### config.mk
export PLATFORM = sky130hd
export DESIGN_NAME = hazard_match_pipe
export DESIGN_NICKNAME = d
export VERILOG_FILES = /design/src/rtl/hazard_match_pipe.sv
export SDC_FILE = /design/constraint.sdc
export NUM_CORES = 1
export LEC_CHECK = 0
export BUFFER_PORTS_ARGS = -buffer_cell sky130_fd_sc_hd__buf_2
export CAP_MARGIN = 40
export CORE_MARGIN = 2
export CORE_UTILIZATION = 26
export CTS_CLUSTER_DIAMETER = 50
export CTS_CLUSTER_SIZE = 8
export DETAILED_ROUTE_END_ITERATION = 10
export GPL_TIMING_DRIVEN = 0
export PLACE_DENSITY = 0.43
export SYNTH_ARGS = -nofsm -noshare
export SYNTH_HDL_FRONTEND = slang
export SYNTH_SLANG_ARGS = --single-unit
### constraint.sdc
create_clock -name clk -period 1.64 [get_ports clk]
set_clock_uncertainty 0.05 [all_clocks]
set_input_delay 0.328 -clock clk [delete_from_list [all_inputs] [get_ports clk]]
set_output_delay 0.328 -clock clk [all_outputs]
set_load 0.03 [all_outputs]
### src/rtl/hazard_match_pipe.sv
// Shadow copies of the E/M/W pipeline registers that feed the hazard unit with
// register-address matches, condition-qualified write enables and PC-write tracking.
module hazard_match_pipe #(
  parameter int              RW     = 4,
  parameter logic [RW-1:0]   PC_REG = 4'hF
) (
  input  logic          clk,
  input  logic          reset,
  input  logic          ValidD,
  input  logic [RW-1:0] RA1D,
  input  logic [RW-1:0] RA2D,
  input  logic [RW-1:0] WA3D,
  input  logic          RegWriteD,
  input  logic          MemtoRegD,
  input  logic          PCSrcD,
  input  logic          BranchD,
  input  logic          CondExE,
  input  logic          FlushE,
  output logic          Match_1E_M,
  output logic          Match_1E_W,
  output logic          Match_2E_M,
  output logic          Match_2E_W,
  output logic          Match_12D_E,
  output logic          RegWriteM,
  output logic          RegWriteW,
  output logic          MemtoRegE,
  output logic          BranchTakenE,
  output logic          PCWrPendingF,
  output logic          PCSrcW
);

  logic          validE, regWriteE, memtoRegE, pcSrcE, branchE;
  logic [RW-1:0] ra1E, ra2E, wa3E;
  logic          validM, regWriteM, pcSrcM;
  logic [RW-1:0] wa3M;
  logic          validW, regWriteW, pcSrcW;
  logic [RW-1:0] wa3W;

  // R15 reads PC+8 from the datapath and is never forwarded, so it never matches.
  function automatic logic srcHit(input logic [RW-1:0] src, input logic [RW-1:0] dst);
    return (src == dst) && (src != PC_REG);
  endfunction

  always_ff @(posedge clk or negedge reset) begin
    if (!reset) begin
      validE    <= 1'b0;
      ra1E      <= '0;
      ra2E      <= '0;
      wa3E      <= '0;
      regWriteE <= 1'b0;
      memtoRegE <= 1'b0;
      pcSrcE    <= 1'b0;
      branchE   <= 1'b0;
      validM    <= 1'b0;
      wa3M      <= '0;
      regWriteM <= 1'b0;
      pcSrcM    <= 1'b0;
      validW    <= 1'b0;
      wa3W      <= '0;
      regWriteW <= 1'b0;
      pcSrcW    <= 1'b0;
    end else begin
      // A flush overrides whatever decode presents; control bits are killed for bubbles.
      if (FlushE) begin
        validE    <= 1'b0;
        ra1E      <= '0;
        ra2E      <= '0;
        wa3E      <= '0;
        regWriteE <= 1'b0;
        memtoRegE <= 1'b0;
        pcSrcE    <= 1'b0;
        branchE   <= 1'b0;
      end else begin
        validE    <= ValidD;
        ra1E      <= RA1D;
        ra2E      <= RA2D;
        wa3E      <= WA3D;
        regWriteE <= RegWriteD & ValidD;
        memtoRegE <= MemtoRegD & ValidD;
        pcSrcE    <= PCSrcD & ValidD;
        branchE   <= BranchD & ValidD;
      end
      // A condition-failed instruction keeps flowing but loses its side effects.
      validM    <= validE;
      wa3M      <= wa3E;
      regWriteM <= regWriteE & CondExE;
      pcSrcM    <= pcSrcE & CondExE;
      validW    <= validM;
      wa3W      <= wa3M;
      regWriteW <= regWriteM;
      pcSrcW    <= pcSrcM;
    end
  end

  assign Match_1E_M  = validE & validM & srcHit(ra1E, wa3M);
  assign Match_1E_W  = validE & validW & srcHit(ra1E, wa3W);
  assign Match_2E_M  = validE & validM & srcHit(ra2E, wa3M);
  assign Match_2E_W  = validE & validW & srcHit(ra2E, wa3W);
  assign Match_12D_E = ValidD & validE & (srcHit(RA1D, wa3E) | srcHit(RA2D, wa3E));

  assign RegWriteM    = regWriteM;
  assign RegWriteW    = regWriteW;
  assign MemtoRegE    = memtoRegE & validE;
  assign BranchTakenE = branchE & CondExE & validE;
  assign PCWrPendingF = (ValidD & PCSrcD) | pcSrcE | pcSrcM;
  assign PCSrcW       = pcSrcW;

endmodule
## Yosys cells after proc, flatten, opt, wreduce, memory -nomap -nowiden

Cells that the tools add are included.
Widths: inputs -> output; s select.

| cells by class | value |
|---|---|
| equal/unequal tests | 10 |
| muxes and demuxes | 8 |
| bitwise logic cells | 20 |
| reductions and logical operators | 6 |

Operators with widths:

| kind | number |
|---|---|
| $eq 4x4->1 | 6 |
| $and 1x1->1 | 17 |
| $ne 4x4->1 const B | 4 |
| $mux 4 | 3 |
| $logic_and 1x1->1 | 6 |
| $mux 1 | 5 |
| $or 1x1->1 | 3 |

| storage, ports and cells | value |
|---|---|
| bits in registers | 31 |
| bits of input ports | 21 |
| word-level logic and storage cells | 60 |

## Depth between registers and ports, before layout

Gate-level depths: netlist of run 1.

| depth | value |
|---|---|
| depth after elaboration | 4 |
| mapped depth | 3 |

## Worst setup path before layout of run 1

Ideal clock, no wire load.

| timing path | value |
|---|---|
| kind | reg-to-output |
| start | register wa3E[3] |
| end | output Match_12D_E |
| arrival | 1.572 ns |
| data required time | 1.262 ns |
| slack | -0.310 ns |
| cell stages (with the launch flop) | 4 |
| buffers on the path | 0 |
| cell sequence | dfrtp_1 -> xor2_1 -> or4_1 -> o22ai_1 |

| between the ends | value |
|---|---|
| cells in the longest elaborated chain, start to end | 4 |

RTL lines:

| item | line | source |
|---|---|---|
| start, declared | 33 | `logic [RW-1:0] ra1E, ra2E, wa3E;` |
| start signal, assigned | 49 | `wa3E <= '0;` |
| start signal, assigned | 68 | `wa3E <= '0;` |
| start signal, assigned | 77 | `wa3E <= WA3D;` |
| $eq 4x4->1 | 41 | `return (src == dst) && (src != PC_REG);` |
| $logic_and 1x1->1 | 41 |  |
| $or 1x1->1 (*) | 99 | `assign Match_12D_E = ValidD & validE & (srcHit(RA1D, wa3E) \| srcHit(RA2D, wa3E));` |
| $and 1x1->1 (*) | 99 |  |
| end, declared | 23 | `output logic Match_12D_E,` |

Every way passes the cells marked *; elsewhere a longest branch is shown, timed or not.

## Worst setup path in the final report of run 1

| timing path | value |
|---|---|
| start | register wa3E[0] |
| end | output Match_12D_E |

Same word-level chain as after synthesis.

==> flow_summary.ini, run 1 <==
[floorplan]
core_area_um2 = 4692
die_w_um = 73.41
rows = 25
dieArea_um2 = 5388
io_pins = 32
die_h_um = 73.41
initial_core_util_pct = 26.69

[power_and_ir_drop]
vdd_drop_max_mv = 0.4281
seqPwrFrac_pct = 50.9
power.net_switching_w = 0.0003777
p_total_w = 0.001639
swShare_pct = 23.04
p_int_w = 0.001262
power.density_nw_per_um2 = 977.1
power_frac_comb_pct = 9.7
clockPowerShare_pct = 39.4
cellLeakagePower_nw = 0.7830

[clock_network]
cts_buffers = 5
insertion_delay_ps = 280
path_clk_slew_ps = 60
cts.htree.levels = 2
clock-root-buffer = clkbuf_8
ctsLongestPathBuffers = 2
cts.sinks = 31
cts_tree = built

[critical_path]
path_class = reg -> out
cp-end-kind = primary output
critPathRequiredTime_ps = 1260
r2r_cells = 1
critical_path_cell_count = 4
cp.arrival_ps = 1720
worstReg2RegEnd = wa3M[0]
crit_path_top_delay_cell = or4_4
r2r_slack_ps = 930
path_cells = xor2_1 -> or4_4 -> o22ai_4 -> buf_6
crit_path_start_kind = flop
slowest_delay_ps = 530
path_max_fanout = 3
path_buf_inv = 1
crit_family = simple AND/OR/NAND/NOR gates
reg2reg_from = wa3E[0]

[cells_and_area]
fillers = 494
syn_to_final_growth_pct = 33.97
diodes = 0
fin_area_um2 = 1678
drive_above_1_share_pct = 36.55
fin_nets = 165

[route]
drt_pre_antenna_iters = 3
vias = 867
vias_per_cell = 4.357
ant_nets = 0
drt_iter0_markers = 15
wl_mm = 2.566
post-route-drc-count = 0
wl_per_cell_um = 12.89

[yosys]
syn_area_um2 = 1252
yosys_register_bits = 31
synth_cell_types = 16
avgSynthCellArea_um2 = 12.28
synth_nets = 123
syn-instance-count = 102
seq_area_frac_synth_pct = 61.94
synth_warnings = 0

[placed_design]
dpl_cell_area_um2 = 1509
gp_congestion = 0.7987
io_buffers = 31
dp_hpwl_mm = 1.949
place_ws_ps = -282.9

[grt]
gr-total-overflow = 0
track_usage_pct = 11.00
grt_max_degree = 32
met2_usage_pct = 17.42
use_met1_pct = 13.57
grt_antenna_before_repair = 0
met3_usage_pct = 3.429
grt_pass1_wl_mm = 4.388
grt_pass1_vias = 939
top_usage_layer = met2

[timing]
fmax_mhz = 477.3
grt_setup_unrepaired = yes
hold_viol_final = 0
fin_crit_sh_pct = 127.8
worst_pin_slew_ps = 675.2
setup_violations = 5
maxSlewHeadroom_pct = 54.99
drv_slew = 0
period_needed_ps = 2095
fin_ws_ps = -455.3

[run]
cap_violations = 0

[run_status]
outcome = finished with violations
violations = setup timing

[hold_path]
hold_path_class = in -> async
[worst max path at each step]
| stage | from | slack, ps | endpoint |
|---|---|---|---|
| final | wa3E[0] | -460 | Match_12D_E |
| after global routing | wa3E[0] | -500 | Match_12D_E |
| after CTS | wa3E[2] | -450 | Match_12D_E |
| after detailed placement | RA2D[0] | -280 | Match_12D_E |
| after global placement | RA2D[0] | -290 | Match_12D_E |
| after floorplan | wa3E[3] | -120 | Match_12D_E |
[power groups by stage]
| stage | registers, W | logic (W) | clock network [W] |
|---|---|---|---|
| after floorplan | 0.000843 | 0.0000817 | 0 |
| after global placement | 0.000847 | 0.000147 | 0 |
| after detailed placement | 0.000849 | 0.000148 | 0 |
| after CTS | 0.000833 | 0.000159 | 0.000674 |
| after global routing | 0.000839 | 0.000177 | 0.000710 |
| final | 0.000834 | 0.000159 | 0.000646 |
[synthesized netlist by cell type]
master    instances  area [um^2]
dfrtp_1          31        775.7
nor2b_1          17        106.4
xnor2_1          12        105.1
and2_1           11        68.82
xor2_1            6        52.55
a211oi_1          4        30.03
nand3_1           4        20.02
nand4_1           4        25.02
nand2_1           3        11.26
a21oi_1           2        10.01
nor2_1            2        7.510
or4_1             2        15.01
a211o_1           1        8.760
and3_1            1        6.260
clkbuf_1          1        3.750
o22ai_1           1        6.260
[layout by cell type, fill, tap and decap left out]
cell type / count
xnor2_2: 1
buf_2: 26
and2_4: 2
and3_1: 1
dfrtp_2: 2
xor2_1: 6
a211oi_2: 4
or4_1: 1
clkbuf_8: 7
xnor2_1: 11
o22ai_4: 1
buf_4: 7
dfrtp_1: 29
clkbuf_1: 2
a211o_1: 1
nand3_1: 4
nand2_1: 3
nor2b_1: 17
and2_1: 9
nand4_1: 4
buf_6: 2
nor2_1: 2
a21oi_1: 2
or4_4: 1
[registers in the layout (all words and copies together), names as in the netlist]
signal,flops
ra2E,4
branchE,1
wa3W,4
RegWriteM,1
pcSrcM,1
memtoRegE,1
pcSrcE,1
validE,1
RegWriteW,1
wa3E,4
PCSrcW,1
validW,1
validM,1
regWriteE,1
wa3M,4
ra1E,4
[repair_timing]
item                                    in CTS  in global routing
hold buffers                                 0                  0
buffers inserted                             3                  1
resized for setup                           10                  3
endpoints found under the setup margin       5                  5
pin swaps                                    5                  3
[cells by family (layout without fill, tap and decap cells)]
| group | after synthesis | count (layout) | synth area share (%) |
|---|---|---|---|
| compound gates | 8 | 8 | 4.396 |
| flops | 31 | 31 | 61.94 |
| xor+xnor | 18 | 18 | 12.59 |
| buf+inv | 1 | 44 | 0.2994 |
| simple gates | 44 | 44 | 20.78 |
[area by class of cell]
class	count	area (um^2)	area share, %
repair buffers	35	205.2	12.23
plain buffers	1	3.754	0.2237
clock buffers	8	100.1	5.966
well taps	54	67.56	4.027
multi-input cells	70	523.0	31.17
flip-flops and latches	31	778.2	46.38
[through the flow]
stage | instances | TNS [ps] | util, % | hold slack (ps)
global placement | 187 | -285.3 | 32.16 | 302.7
floorplan | 102 | -124.6 | - | -17.59
finish | 199 | -816.3 | 35.76 | 35.45
global route | 199 | -1237 | 35.76 | 92.71
CTS | 198 | -1005 | 35.33 | 58.66
detailed placement | 187 | -282.9 | 32.16 | 312.9
[metal layers]
| metal | wire [um] | part of all wire (%) | vias up |
|---|---|---|---|
| li1 | - | - | 424 |
| met1 | 1129 | 44 | 418 |
| met2 | 1276 | 50 | 20 |
| met3 | 104 | 4.1 | 5 |
| met4 | 56 | 2.2 | 0 |
| met5 | 0 | 0 | - |
No activity file was read; power rests on OpenSTA's default activity.
==> run 2, diff against run 1 <==
- SETUP_SLACK_MARGIN: not set -> 0.5
==> run 2 against run 1 <==
Compared with the run above: the flow still finishes with violations (setup timing); design area rose by 4.0%; die area did not move; via count fell by 2.2%; setup slack improved by 69 ps; cell count did not move; global-route usage rose by 0.25 points; largest cell class unchanged; highest routed layer unchanged.
==> flow_summary.ini, run 2 (same netlist as run 1, synthesis figures left out) <==
[route]
drt_iter0_markers = 26
wl_per_cell_um = 12.78
ant_nets = 0
vias = 848
post-route-drc-count = 0
wl_mm = 2.543
drt_pre_antenna_iters = 3
vias_per_cell = 4.261

[timing]
hold_slack_ps = 29.43
grt_setup_unrepaired = yes
drv_slew = 0
fin_ws_ps = -386.5
maxSlewHeadroom_pct = 56.01
fmax_mhz = 493.5
setup_violations = 5
period_needed_ps = 2027
hold_viol_final = 0
fin_crit_sh_pct = 123.6
worst_pin_slew_ps = 659.8

[cells_and_area]
drive_above_1_share_pct = 35.86
fin_nets = 165
final_cell_mix = dfrtp_1 (30), buf_2 (20), nor2b_1 (17)
final_util_pct = 37.17
layout_commonest_cell = dfrtp_1
syn_to_final_growth_pct = 39.26
final_cell_count_no_fill = 199
diodes = 0

[grt]
grt_pass1_vias = 926
track_usage_pct = 11.25
grt_max_degree = 32
grt_antenna_before_repair = 0
grt_pass1_wl_mm = 4.436
gr-total-overflow = 0

[floorplan]
rows = 25
initial_core_util_pct = 26.69
die_w_um = 73.41
die_h_um = 73.41
core_area_um2 = 4692
dieArea_um2 = 5388
io_pins = 32

[clock_network]
ctsHoldBuffers = 0
clock-root-buffer = clkbuf_8
cts.sinks = 31
cts_tree = built
insertion_delay_ps = 270
cts_buffers = 5
cts.htree.levels = 2
ctsLongestPathBuffers = 2
path_clk_slew_ps = 60

[critical_path]
critPathRequiredTime_ps = 1260
path_class = reg -> out
cp.arrival_ps = 1650
cp-end-kind = primary output
crit_path_start_kind = flop
path_max_fanout = 3

[placed_design]
gp_congestion = 0.7669
io_buffers = 31
dp_hpwl_mm = 1.929
dp_cells = 187

[power_and_ir_drop]
vdd_drop_max_mv = 0.4008
power.density_nw_per_um2 = 895.4
cellLeakagePower_nw = 0.7814

[run]
cap_violations = 0

[run_status]
violations = setup timing
outcome = finished with violations

[hold_path]
hold_path_class = in -> async
## run 2: changes by cell type in the layout (fill, tap and decap cells not counted), sizes merged
cell	previous run	this run
clkbuf	9	8
clkinv	0	1
## run 2: metrics by stage
stage / power [W] / worst slack (ps) / area, um^2 / setup TNS (ps)
floorplan: 0.0009329 / -72.20 / 1320 / -72.20
global route: 0.001654 / -455.3 / 1744 / -1350
global placement: 0.001001 / -266.7 / 1543 / -266.7
detailed placement: 0.001004 / -276.6 / 1543 / -276.6
CTS: 0.001592 / -419.4 / 1737 / -1108
finish: 0.001562 / -386.5 / 1744 / -984.6
## run 2: report_power, final
part	total [W]	switching [W]	leakage, nW	internal (W)
clock network	0.000555	0.000258	0.0422	0.000297
registers	0.000835	0.0000344	0.404	0.000801
logic	0.000172	0.0000860	0.335	0.0000861
## run 2: worst paths after layout
kind                       startpoint          end  slack [ps]  depth (start not counted)
min in group clk               FlushE      ra1E[2]         210                          2
max                           wa3E[0]  Match_12D_E        -390                          4
max in group asynchronous       reset       validE        1040                          1
max reg2reg                   wa3E[2]      wa3M[2]         840                          2
min reg2reg                    validM       validW         320                          0
min                             reset      branchE          30                          1
## run 2: routing by layer
| metal | global-route usage, % | share of wire [%] | vias to the layer above |
|---|---|---|---|
| li1 | - | - | 422 |
| met1 | 13.54 | 42 | 406 |
| met2 | 18.02 | 53 | 16 |
| met3 | 3.018 | 3.0 | 4 |
| met4 | 6.667 | 2.3 | 0 |
| met5 | 0 | 0 | - |
## run 2: area by class of cell
class	count	area [um^2]
clock buffer	7	76.32
buffer	1	3.754
sequential	31	777.0
fill	491	2948
multi-input combinational	70	556.8
clock inverter	1	5.005
tap	54	67.56
timing repair buffer	35	257.7
## run 2: what timing repair did
| item | CTS | global route |
|---|---|---|
| pin swaps | 7 | 4 |
| setup buffers | 4 | 0 |
| resized for setup | 27 | 1 |
| endpoints found under the setup margin | 11 | 11 |
## run 2: critical path, cell delays in order, from the launching register on
cell and delay (ps):
dfrtp_1 410, xor2_1 150, or4_4 500, o22ai_4 160, buf_6 150
==> run 3, diff against run 2 <==
- CORE_MARGIN: 2 -> 3
==> run 3 against run 2 <==
Compared with the run above: the flow still finishes with violations (setup timing); power is 13% higher; setup slack got worse by 7.9 ps; combinational power hardly changed; clock-buffer cell count down 1; die area up 5.5%; flip-flop and latch count unchanged; maximum frequency down 0.39%; critical endpoint unchanged; register-to-register slack improved by 80 ps; critical path depth did not move; sequential power about the same.
==> flow_summary.ini, run 3 (same netlist as run 1, synthesis figures left out) <==
[timing]
maxSlewHeadroom_pct = 55.74
fin_crit_sh_pct = 124.1
worst_pin_slew_ps = 663.8
finalSetupTns_ps = -1122
fmax_mhz = 491.5
grt_setup_unrepaired = yes
hold_viol_final = 0
drv_slew = 0
fin_ws_ps = -394.5
setup_violations = 5
period_needed_ps = 2034
hold_slack_ps = 32.09

[cells_and_area]
layout_commonest_cell = dfrtp_1
seq_area_um2 = 777.0
fin_nets = 165
syn_to_final_growth_pct = 42.16
diodes = 0
drive_above_1_share_pct = 38.62
final_cell_mix = dfrtp_1 (30), buf_2 (20), nor2b_1 (17)
multi_input_area_um2 = 559.3
fillers = 458

[grt]
grt_antenna_before_repair = 0
grt_pass1_wl_mm = 4.347
gr-total-overflow = 0
grt_pass1_vias = 951
track_usage_pct = 10.69
grt_max_degree = 32

[route]
ant_nets = 0
drt_iter0_markers = 30
post-route-drc-count = 0
wl_per_cell_um = 12.80
vias = 847
vias_per_cell = 4.299
drt_pre_antenna_iters = 3
wl_mm = 2.522

[floorplan]
dieArea_um2 = 5686
io_pins = 32
die_w_um = 75.41
initial_core_util_pct = 27.81
core_area_um2 = 4504
die_h_um = 75.41
rows = 24

[critical_path]
critPathRequiredTime_ps = 1260
r2r_cells = 1
cp.arrival_ps = 1660
path_class = reg -> out
crit_path_start_kind = flop
cp-end-kind = primary output
path_max_fanout = 3

[clock_network]
insertion_delay_ps = 270
cts.sinks = 31
clock-root-buffer = clkbuf_8
cts_buffers = 5
cts_tree = built
ctsLongestPathBuffers = 2
cts.htree.levels = 2
path_clk_slew_ps = 60

[run_status]
outcome = finished with violations
violations = setup timing

[power_and_ir_drop]
power.density_nw_per_um2 = 992.6
vdd_drop_max_mv = 0.4514
p_total_w = 0.001767
cellLeakagePower_nw = 0.7965

[run]
cap_violations = 0

[placed_design]
gp_congestion = 0.8353
io_buffers = 31
dp_hpwl_mm = 1.965
place_ws_ps = -264.1

[hold_path]
hold_path_class = in -> async
## run 3: area by class of cell
| type | instances | share of cell area, % |
|---|---|---|
| clock buffer | 6 | 4.638 |
| timing repair buffer | 35 | 14.48 |
| clock inverter | 2 | 1.968 |
| sequential | 31 | 43.64 |
| buffer | 1 | 0.2108 |
| tap | 52 | 3.654 |
| multi-input combinational | 70 | 31.41 |
## run 3: worst max-delay path, cell delays in order, from the launching register on
cell and delay (ps):
dfrtp_1 420, xor2_1 150, or4_4 500, o22ai_4 160, buf_6 150
## run 3: report_power, final
group	internal, W	switching, W	total [W]
combinational	0.0000855	0.0000847	0.000170
sequential	0.000800	0.0000346	0.000835
clock	0.000491	0.000271	0.000762
## run 3: per-layer routing
metal	wire length, um	track usage, %	part of all wire [%]
met1	1059	12.38	42
met4	52	5.243	2.1
met2	1300	17.07	52
met3	110	4.485	4.4
met5	0	0	0
## run 3: metrics by stage
stage | area, um^2 | util, % | std cells
after floorplan | 1320 | - | 102
after global placement | 1540 | 34.19 | 185
after detailed placement | 1540 | 34.19 | 185
after CTS | 1747 | 38.78 | 194
after global routing | 1780 | 39.53 | 197
final | 1780 | 39.53 | 197
## run 3: repair_timing
item | 4_1_cts | 5_1_grt
resized for setup | 27 | 3
setup buffers | 1 | 3
pin swaps | 7 | 2
endpoints found under the setup margin | 11 | 11
hold buffers | 0 | 0
## run 3: worst paths after layout
| kind | start | to | slack (ps) |
|---|---|---|---|
| worst max-delay path | wa3E[0] | Match_12D_E | -390 |
| worst min register to register | validM | validW | 330 |
| worst min-delay path | reset | pcSrcE | 30 |
| max in group asynchronous | reset | validE | 1040 |
| worst max register to register | wa3E[0] | wa3M[0] | 920 |
| min in group clk | FlushE | ra1E[1] | 200 |
